### config.mk
export PLATFORM = sky130hd
export DESIGN_NAME = cgol_frame_monitor
export DESIGN_NICKNAME = d
export VERILOG_FILES = /design/src/rtl/cgol_mon_pkg.sv /design/src/rtl/cgol_popcount.sv /design/src/rtl/cgol_frame_monitor.sv
export SDC_FILE = /design/constraint.sdc
export NUM_CORES = 1
export LEC_CHECK = 0
export ABC_CLOCK_PERIOD_IN_PS = 7240
export BUFFER_PORTS_ARGS = -buffer_cell sky130_fd_sc_hd__buf_2
export CORE_MARGIN = 10
export CORE_UTILIZATION = 60
export DETAILED_ROUTE_END_ITERATION = 8
export PLACE_DENSITY = 0.89
export SLEW_MARGIN = 20
export SYNTH_ARGS = -nofsm -noshare
export SYNTH_HDL_FRONTEND = slang
export SYNTH_SLANG_ARGS = --single-unit
### constraint.sdc
create_clock -name ph1 -period 7.24 [get_ports ph1]
set_input_delay 1.086 -clock ph1 [delete_from_list [all_inputs] [get_ports ph1]]
set_output_delay 1.086 -clock ph1 [all_outputs]
set_load 0.005 [all_outputs]
### src/rtl/cgol_mon_pkg.sv
// Shared types and helpers for the cgol frame monitor.
package cgol_mon_pkg;

    localparam int unsigned N_DEF     = 8;
    localparam int unsigned N_MAX     = 32;
    localparam int unsigned IDX_MAX_W = 5;

    typedef enum logic {
        SYNC = 1'b0,
        SCAN = 1'b1
    } mon_state_e;

    typedef logic [N_DEF-1:0][N_DEF-1:0] frame_t;

    typedef struct packed {
        logic                 bad;
        logic [IDX_MAX_W-1:0] idx;
    } onehot_t;

    // One-hot to index; bad is set for zero or multi-hot vectors.
    function automatic onehot_t onehot_decode(input logic [N_MAX-1:0] vec);
        onehot_t r;
        r.idx = '0;
        for (int unsigned i = 0; i < N_MAX; i++) begin
            if (vec[i]) r.idx = IDX_MAX_W'(i);
        end
        r.bad = (vec == '0) || ((vec & (vec - N_MAX'(1))) != '0);
        return r;
    endfunction

endpackage

### src/rtl/cgol_popcount.sv
// Combinational population count of a flat bit vector.
module cgol_popcount #(
    parameter int unsigned W = 64
) (
    input  logic [W-1:0]         bits_i,
    output logic [$clog2(W+1)-1:0] count_o
);

    localparam int unsigned CNT_W = $clog2(W + 1);

    always_comb begin
        count_o = '0;
        for (int unsigned i = 0; i < W; i++) begin
            count_o = count_o + CNT_W'(bits_i[i]);
        end
    end

endmodule

### src/rtl/cgol_frame_monitor.sv
// Rebuilds cgol display frames from the row/col scan and reports per-frame statistics.
// Optional period-2 detection is enabled by defining CGOL_MON_PERIOD_EN.
module cgol_frame_monitor
    import cgol_mon_pkg::*;
#(
    parameter int unsigned N     = N_DEF,
    parameter int unsigned GEN_W = 16
) (
    input  logic                        ph1,
    input  logic                        reset_n,
    input  logic [N-1:0]                row,
    input  logic [N-1:0]                col,
    output logic                        frame_valid,
    output logic [$clog2(N*N+1)-1:0]    population,
    output logic [GEN_W-1:0]            generation,
    output logic                        still,
    output logic                        extinct,
    output logic                        seq_err
`ifdef CGOL_MON_PERIOD_EN
    ,
    output logic                        period2
`endif
);

    localparam int unsigned IDX_W = $clog2(N);
    localparam int unsigned POP_W = $clog2(N * N + 1);
    localparam logic [N-1:0]     ROW0     = {{(N-1){1'b0}}, 1'b1};
    localparam logic [IDX_W-1:0] LAST_IDX = IDX_W'(N - 1);

    mon_state_e             state_q, state_d;
    logic [N-1:0]           prev_row_q;
    logic [IDX_W-1:0]       exp_idx_q, exp_idx_d, exp_c, store_idx_c;
    logic [N-1:0][N-1:0]    cur_q, last_q;
    logic [1:0]             hist_q;
    logic                   commit_pend_q;
    onehot_t                oh_c;
    logic                   capture_c, legal_c, resync_c;
    logic                   store_c, commit_c, err_c, still_c;
    logic [POP_W-1:0]       pop_c;

    assign capture_c = (row != prev_row_q) && (row != '0);
    assign oh_c      = onehot_decode(N_MAX'(row));
    assign exp_c     = (state_q == SCAN) ? exp_idx_q : '0;
    assign legal_c   = !oh_c.bad && (oh_c.idx == IDX_MAX_W'(exp_c));
    assign resync_c  = (row == ROW0);

    always_ff @(posedge ph1) begin
        if (!reset_n) state_q <= SYNC;
        else          state_q <= state_d;
    end

    always_comb begin
        state_d = state_q;
        if (capture_c) begin
            if (legal_c) state_d = (exp_c == LAST_IDX) ? SYNC : SCAN;
            else         state_d = resync_c ? SCAN : SYNC;
        end
    end

    // A bad capture that is exactly row 0 restarts the frame in the same cycle.
    always_comb begin
        store_c     = 1'b0;
        commit_c    = 1'b0;
        err_c       = 1'b0;
        store_idx_c = exp_c;
        exp_idx_d   = exp_c;
        if (capture_c) begin
            if (legal_c) begin
                store_c = 1'b1;
                if (exp_c == LAST_IDX) begin
                    commit_c  = 1'b1;
                    exp_idx_d = '0;
                end else begin
                    exp_idx_d = exp_c + IDX_W'(1);
                end
            end else begin
                err_c = 1'b1;
                if (resync_c) begin
                    store_c     = 1'b1;
                    store_idx_c = '0;
                    exp_idx_d   = IDX_W'(1);
                end else begin
                    exp_idx_d   = '0;
                end
            end
        end
    end

    cgol_popcount #(.W(N * N)) u_popcount (
        .bits_i  (cur_q),
        .count_o (pop_c)
    );

    assign still_c = (cur_q == last_q) && (hist_q != 2'd0);

`ifdef CGOL_MON_PERIOD_EN
    logic [N-1:0][N-1:0] last2_q;

    always_ff @(posedge ph1) begin
        if (!reset_n) begin
            last2_q <= '0;
            period2 <= 1'b0;
        end else if (commit_pend_q) begin
            last2_q <= last_q;
            period2 <= (cur_q == last2_q) && !still_c && (hist_q == 2'd2);
        end
    end
`endif

    // Commit is evaluated one cycle after the last row lands in cur_q.
    always_ff @(posedge ph1) begin
        if (!reset_n) begin
            prev_row_q    <= '0;
            exp_idx_q     <= '0;
            cur_q         <= '0;
            last_q        <= '0;
            hist_q        <= 2'd0;
            commit_pend_q <= 1'b0;
            frame_valid   <= 1'b0;
            seq_err       <= 1'b0;
            population    <= '0;
            generation    <= '0;
            still         <= 1'b0;
            extinct       <= 1'b0;
        end else begin
            prev_row_q    <= row;
            exp_idx_q     <= exp_idx_d;
            commit_pend_q <= commit_c;
            seq_err       <= err_c;
            frame_valid   <= commit_pend_q;
            if (store_c) cur_q[store_idx_c] <= col;
            if (commit_pend_q) begin
                population <= pop_c;
                still      <= still_c;
                extinct    <= (pop_c == '0);
                last_q     <= cur_q;
                if (hist_q != 2'd2)    hist_q     <= hist_q + 2'd1;
                if (generation != '1)  generation <= generation + GEN_W'(1);
            end
        end
    end

endmodule

==> impl_metrics.py, run 1 <==
metrics = {
    "worst_setup_path": {
        "setup.worst_path.start_class": "register",
        "worstPathRequired_ps": 7580,
        "reg2reg_from": "cur_q[0]$_SDFFE_PN0P_",
        "cp-endpoint": "extinct$_SDFFE_PN0P_",
        "cp_max_fo": 5,
        "arrival_ps": 7000,
        "crit_path_end_kind": "register",
        "r2r_slack_ps": 580,
        "cp-startpoint": "cur_q[0]$_SDFFE_PN0P_",
        "worstSetupPathType": "reg2reg",
        "r2r-end": "extinct$_SDFFE_PN0P_",
        "r2r_cells": 19,
    },
    "timing": {
        "fin_ws_ps": 579,
        "fmax_mhz": 150,
        "fin_skew_ps": 9.76,
        "setup_viol_count_final": 0,
        "fin_crit_ps": 6660,
        "grt_setup_unrepaired": "false",
        "fin_setup_tns_ps": 0,
        "period_share_pct": 92.0,
        "maxSlewHeadroom_pct": 38.3,
        "worst_pin_slew_ps": 926,
        "finalHoldViolCount": 0,
        "final_max_slew_viol_count": 0,
        "hold_ws_ps": 480,
    },
    "status": {
        "status": "finished clean",
    },
    "yosys": {
        "synth_top_area_share_pct": 36.2,
        "synth_area_leaders": "dfxtp_1, mux2i_1, fa_1",
        "yosysWarnings": 0,
        "async_reset_ff_share_pct": 0,
        "yosys-top-cells-count": "dfxtp_1, mux2i_1, inv_1, nor2_1, nand2_1",
        "synth_area_um2": 9400,
        "synth_most_common_cell": "dfxtp_1",
        "ys_types": 62,
        "synth_largest_area_cell": "dfxtp_1",
        "ys_ff_latch": 170,
        "seq_area_frac_synth_pct": 36.2,
        "syn_inst": 966,
        "syn_avg_cell_area_um2": 9.73,
        "synthesis.nets": 1059,
        "synth-main-ff-cell": "dfxtp_1",
        "synth_edf_count": 0,
    },
    "cells_and_area": {
        "finish.net_count": 1088,
        "final_layout_size_suffix_gt1_share_pct": 10.4,
        "final_cell_count_no_fill": 1217,
        "syn2layout_area_growth_pct": 10.1,
        "num-fill-cells": 1070,
        "diodes": 0,
    },
    "placement": {
        "dp_slack_ps": 711,
        "numPortBuffers": 44,
        "gp_congestion": 0.937,
        "hpwl_mm": 16.3,
        "placed_cells": 1187,
    },
    "cts": {
        "clock_latency_ps": 440,
        "cts_setup_buffers": 0,
        "clkTransAtPathRegs_ps": 60,
        "cts.htree.levels": 4,
        "cts_hold_buf": 0,
        "clock-sinks": 170,
        "cts_root_buf": "clkbuf_16",
        "ctsResizeCount": 0,
        "cts_tree": "built",
        "cts.path.max_buffers": 2,
        "cts_buffers": 17,
    },
    "global_routing": {
        "grt_pass1_wl_mm": 37.6,
        "grt_max_degree": 84,
        "grt_pass1_vias": 7208,
        "antenna_found_initial": 0,
        "track_usage_pct": 21.9,
        "gr-total-overflow": 0,
    },
    "power": {
        "vdd_ir_drop_max_v": 0.000185,
        "p_total_mw": 1.93,
        "p_per_area_nw_per_um2": 186,
        "leakage_nw": 4.36,
    },
    "routing": {
        "antenna_left": 0,
        "routed_wirelength_mm": 23.3,
        "first_pass_iters": 5,
        "drc": 0,
        "vias": 7119,
        "viasPerCell": 5.85,
        "drt_iter0_drc": 734,
        "wl_per_cell_um": 19.1,
    },
    "die": {
        "start_util_pct": 61.6,
        "dieArea_um2": 21100,
        "fp.dieH_um": 145,
        "die-width_um": 145,
        "coreArea_um2": 15300,
        "ios": 45,
        "placementRows": 45,
    },
    "hold_path": {
        "hold_path_class": "reg2reg",
    },
    "run": {
        "maxCapViolCount": 0,
    },
}
==> cell type report <==
cell class,instances,area [µm²],area share (%)
Sequential cell,170,3410,32.9
Multi-Input combinational cell,648,5420,52.3
Tap cell,211,264,2.55
Clock inverter,8,120,1.16
Clock buffer,22,464,4.49
Inverter,106,398,3.84
Timing Repair Buffer,52,280,2.71
==> worst min path at each step <==
| stage | start | to | depth (start not counted) |
|---|---|---|---|
| after floorplan | still$_SDFFE_PN0P_ | still$_SDFFE_PN0P_ | 2 |
| after global placement | population[4]$_SDFFE_PN0P_ | population[4]$_SDFFE_PN0P_ | 2 |
| after detailed placement | population[4]$_SDFFE_PN0P_ | population[4]$_SDFFE_PN0P_ | 2 |
| after CTS | population[4]$_SDFFE_PN0P_ | population[4]$_SDFFE_PN0P_ | 2 |
| after global routing | population[4]$_SDFFE_PN0P_ | population[4]$_SDFFE_PN0P_ | 2 |
| final | population[4]$_SDFFE_PN0P_ | population[4]$_SDFFE_PN0P_ | 2 |
==> placed cells by master (no fill, tap or decap), drive strengths merged, types with 8 or more instances in the layout <==
cell,Yosys,routed
inv,106,106
nor2,102,102
dfxtp,170,170
mux2i,133,133
fa,54,54
a2111oi,10,10
nand3,8,8
nand4,24,24
clkbuf,26,22
and2,9,9
ha,21,21
xor2,12,12
a21oi,16,16
nand2b,22,22
nand2,83,83
nor2b,13,13
a211oi,10,10
nor4,9,9
buf,16,52
xnor2,50,50
==> registers in the layout, indices dropped and copies added, names as in the netlist <==
signal / flops
prev_row_q: 8
extinct: 1
exp_idx_q: 3
commit_pend_q: 1
population: 7
frame_valid: 1
cur_q: 64
still: 1
generation: 16
state_q: 1
seq_err: 1
hist_q: 2
last_q: 64
==> kinds of logic after synthesis <==
| logic type | synth area share (%) |
|---|---|
| AOI/OAI and AO/OA | 6.99 |
| DFF | 36.2 |
| and+or+nand+nor | 16.3 |
| adders and majority gates | 14.3 |
| xor gates and xnor gates | 5.78 |
| buffers and inverters | 6.30 |
| muxes | 14.2 |
==> routing by layer <==
layer	GRT usage (%)	vias up	routed length, µm
li1	-	3279	-
met1	26.9	3498	9610
met2	35.5	292	11200
met3	5.46	50	1720
met4	9.91	0	729
met5	0	-	0
==> critical path: stages, from the launching register on <==
cell and delay, ps:
dfxtp_1 390, ha_1 250, inv_1 80, fa_1 450
fa_1 550, fa_1 440, fa_1 540, fa_1 450
fa_1 540, fa_1 430, fa_1 510, inv_1 50
fa_1 410, inv_1 100, fa_1 210, nor2b_1 60
o21a_1 190, or3_1 350, a211o_1 330, o31ai_1 230
==> power breakdown <==
part	internal, mW	leakage, nW	total [mW]	switching, mW
combinational	0.0155	2.71	0.0648	0.0493
clock	0.555	0.282	0.922	0.368
sequential	0.938	1.37	0.939	0.00139
==> through the flow <==
stage	cell area, µm²	util [%]
global route	10300	67.8
CTS	10300	67.8
detailed placement	9770	64.0
global placement	9770	64.0
finish	10300	67.8
floorplan	9400	-
Power figures use the tool's default switching activity.
==> run 2: changes to the inputs <==
--- a/config.mk
+++ b/config.mk
@@ -8,9 +8,9 @@
 export ABC_CLOCK_PERIOD_IN_PS = 7240
 export BUFFER_PORTS_ARGS = -buffer_cell sky130_fd_sc_hd__buf_2
 export CORE_MARGIN = 10
-export CORE_UTILIZATION = 60
+export CORE_UTILIZATION = 45
 export DETAILED_ROUTE_END_ITERATION = 8
-export PLACE_DENSITY = 0.89
+export PLACE_DENSITY = 0.72
 export SLEW_MARGIN = 20
 export SYNTH_ARGS = -nofsm -noshare
 export SYNTH_HDL_FRONTEND = slang
==> run 2 against run 1 <==
Clock power decreased by 2.5%. Sequential power about the same. Critical path type unchanged. Via count decreased by 5.5%. Largest power group unchanged. Largest cell class unchanged.
==> impl_metrics.py, run 2 (synthesized netlist as in run 1, its figures left out) <==
metrics = {
    "timing": {
        "period_share_pct": 89.6,
        "fin_setup_tns_ps": 0,
        "setup_viol_count_final": 0,
        "worst_pin_slew_ps": 923,
        "fin_skew_ps": 9.47,
        "grt_setup_unrepaired": "false",
        "finalHoldViolCount": 0,
        "fin_ws_ps": 755,
        "fin_crit_ps": 6480,
        "fmax_mhz": 154,
        "hold_ws_ps": 483,
        "maxSlewHeadroom_pct": 38.5,
        "final_max_slew_viol_count": 0,
    },
    "cells_and_area": {
        "layout_commonest_cell": "dfxtp_1",
        "utilization_pct": 51.2,
        "syn2layout_area_growth_pct": 10.9,
        "stdcell_area_um2": 10400,
        "final_layout_size_suffix_gt1_share_pct": 10.8,
        "reg_top3": "cur_q x64, last_q x64, generation x16",
        "final_cell_count_no_fill": 1278,
        "diodes": 0,
        "layout_common_cells": "dfxtp_1, mux2i_1, inv_1, nor2_1, nand2_1",
        "finish.net_count": 1088,
    },
    "worst_setup_path": {
        "crit_family": "adder cells",
        "cp_slowest_cell": "fa_1",
        "worstPathCellList": "ha_1, inv_1, fa_1, fa_1, fa_1, fa_1, fa_1, fa_1, fa_1, fa_1, inv_1, fa_1, inv_1, fa_1, nor2b_1, o21a_1, or3_1, a211o_1, o31ai_1",
        "crit_path_end_kind": "register",
        "setup.worst_path.start_class": "register",
        "path_buf_inv": 3,
        "worstPathRequired_ps": 7590,
        "cpPeakStageDelay_ps": 540,
        "worstSetupPathType": "reg2reg",
        "arrival_ps": 6830,
        "crit_top_cell": "fa_1",
        "cp_max_fo": 5,
    },
    "die": {
        "dieArea_um2": 27100,
        "fp.dieH_um": 165,
        "ios": 45,
        "placementRows": 52,
        "coreArea_um2": 20400,
        "die-width_um": 165,
        "start_util_pct": 46.2,
    },
    "power": {
        "p_per_area_nw_per_um2": 183,
        "vdd_ir_drop_max_v": 0.000101,
        "leakage_nw": 4.35,
        "p_total_mw": 1.90,
    },
    "global_routing": {
        "antenna_found_initial": 0,
        "grt_pass1_wl_mm": 35.8,
        "track_usage_pct": 17.0,
        "grt_pass1_vias": 6608,
        "grt_max_degree": 82,
        "gr-total-overflow": 0,
    },
    "placement": {
        "gp_congestion": 0.867,
        "numPortBuffers": 44,
        "placed_cells": 1246,
        "placed_cell_area_um2": 9840,
        "dp_slack_ps": 750,
        "hpwl_mm": 16.2,
    },
    "routing": {
        "viasPerCell": 5.26,
        "routed_wirelength_mm": 22.5,
        "drc": 0,
        "first_pass_iters": 5,
        "drt_iter0_drc": 428,
        "antenna_left": 0,
        "wl_per_cell_um": 17.6,
        "vias": 6727,
    },
    "run": {
        "maxCapViolCount": 0,
    },
    "cts": {
        "cts.path.max_buffers": 2,
        "cts_root_buf": "clkbuf_16",
        "cts_setup_buffers": 0,
        "clock-sinks": 170,
        "clock_latency_ps": 440,
        "clkTransAtPathRegs_ps": 60,
        "cts_tree": "built",
        "cts_buffers": 17,
        "ctsResizeCount": 0,
        "cts.htree.levels": 4,
        "cts_hold_buf": 0,
    },
    "status": {
        "status": "finished clean",
    },
    "hold_path": {
        "hold_path_class": "reg2reg",
    },
}
## run 2: layout make-up
type                       count  area [µm²]
multi-input combinational    648        5420
timing repair buffer          52         280
tap                          270         338
sequential                   170        3410
fill                        1832        9940
inverter                     106         399
clock inverter                11         113
clock buffer                  21         470
## run 2: path summary, 6_finish.rpt
| check | end | start | slack [ps] | cells after the start |
|---|---|---|---|---|
| max | extinct$_SDFFE_PN0P_ | cur_q[0]$_SDFFE_PN0P_ | 760 | 19 |
| max reg2reg | extinct$_SDFFE_PN0P_ | cur_q[0]$_SDFFE_PN0P_ | 760 | 19 |
| min reg2reg | extinct$_SDFFE_PN0P_ | extinct$_SDFFE_PN0P_ | 480 | 2 |
| min | extinct$_SDFFE_PN0P_ | extinct$_SDFFE_PN0P_ | 480 | 2 |
## run 2: routing by layer
layer | vias to the layer above | global-route usage, % | routed length [µm]
li1 | 3275 | - | -
met1 | 3288 | 23.1 | 10500
met2 | 137 | 26.2 | 10500
met3 | 27 | 3.61 | 1090
met4 | 0 | 5.68 | 384
met5 | - | 0 | 0
## run 2: power by group
part	internal [mW]	switching, mW
clock	0.505	0.394
sequential	0.937	0.00129
combinational	0.0155	0.0498
## run 2: worst min-delay path, stage by stage (launching register included)
cell,delay [ps]
dfxtp_1,330
nand2_1,60
o31ai_1,60
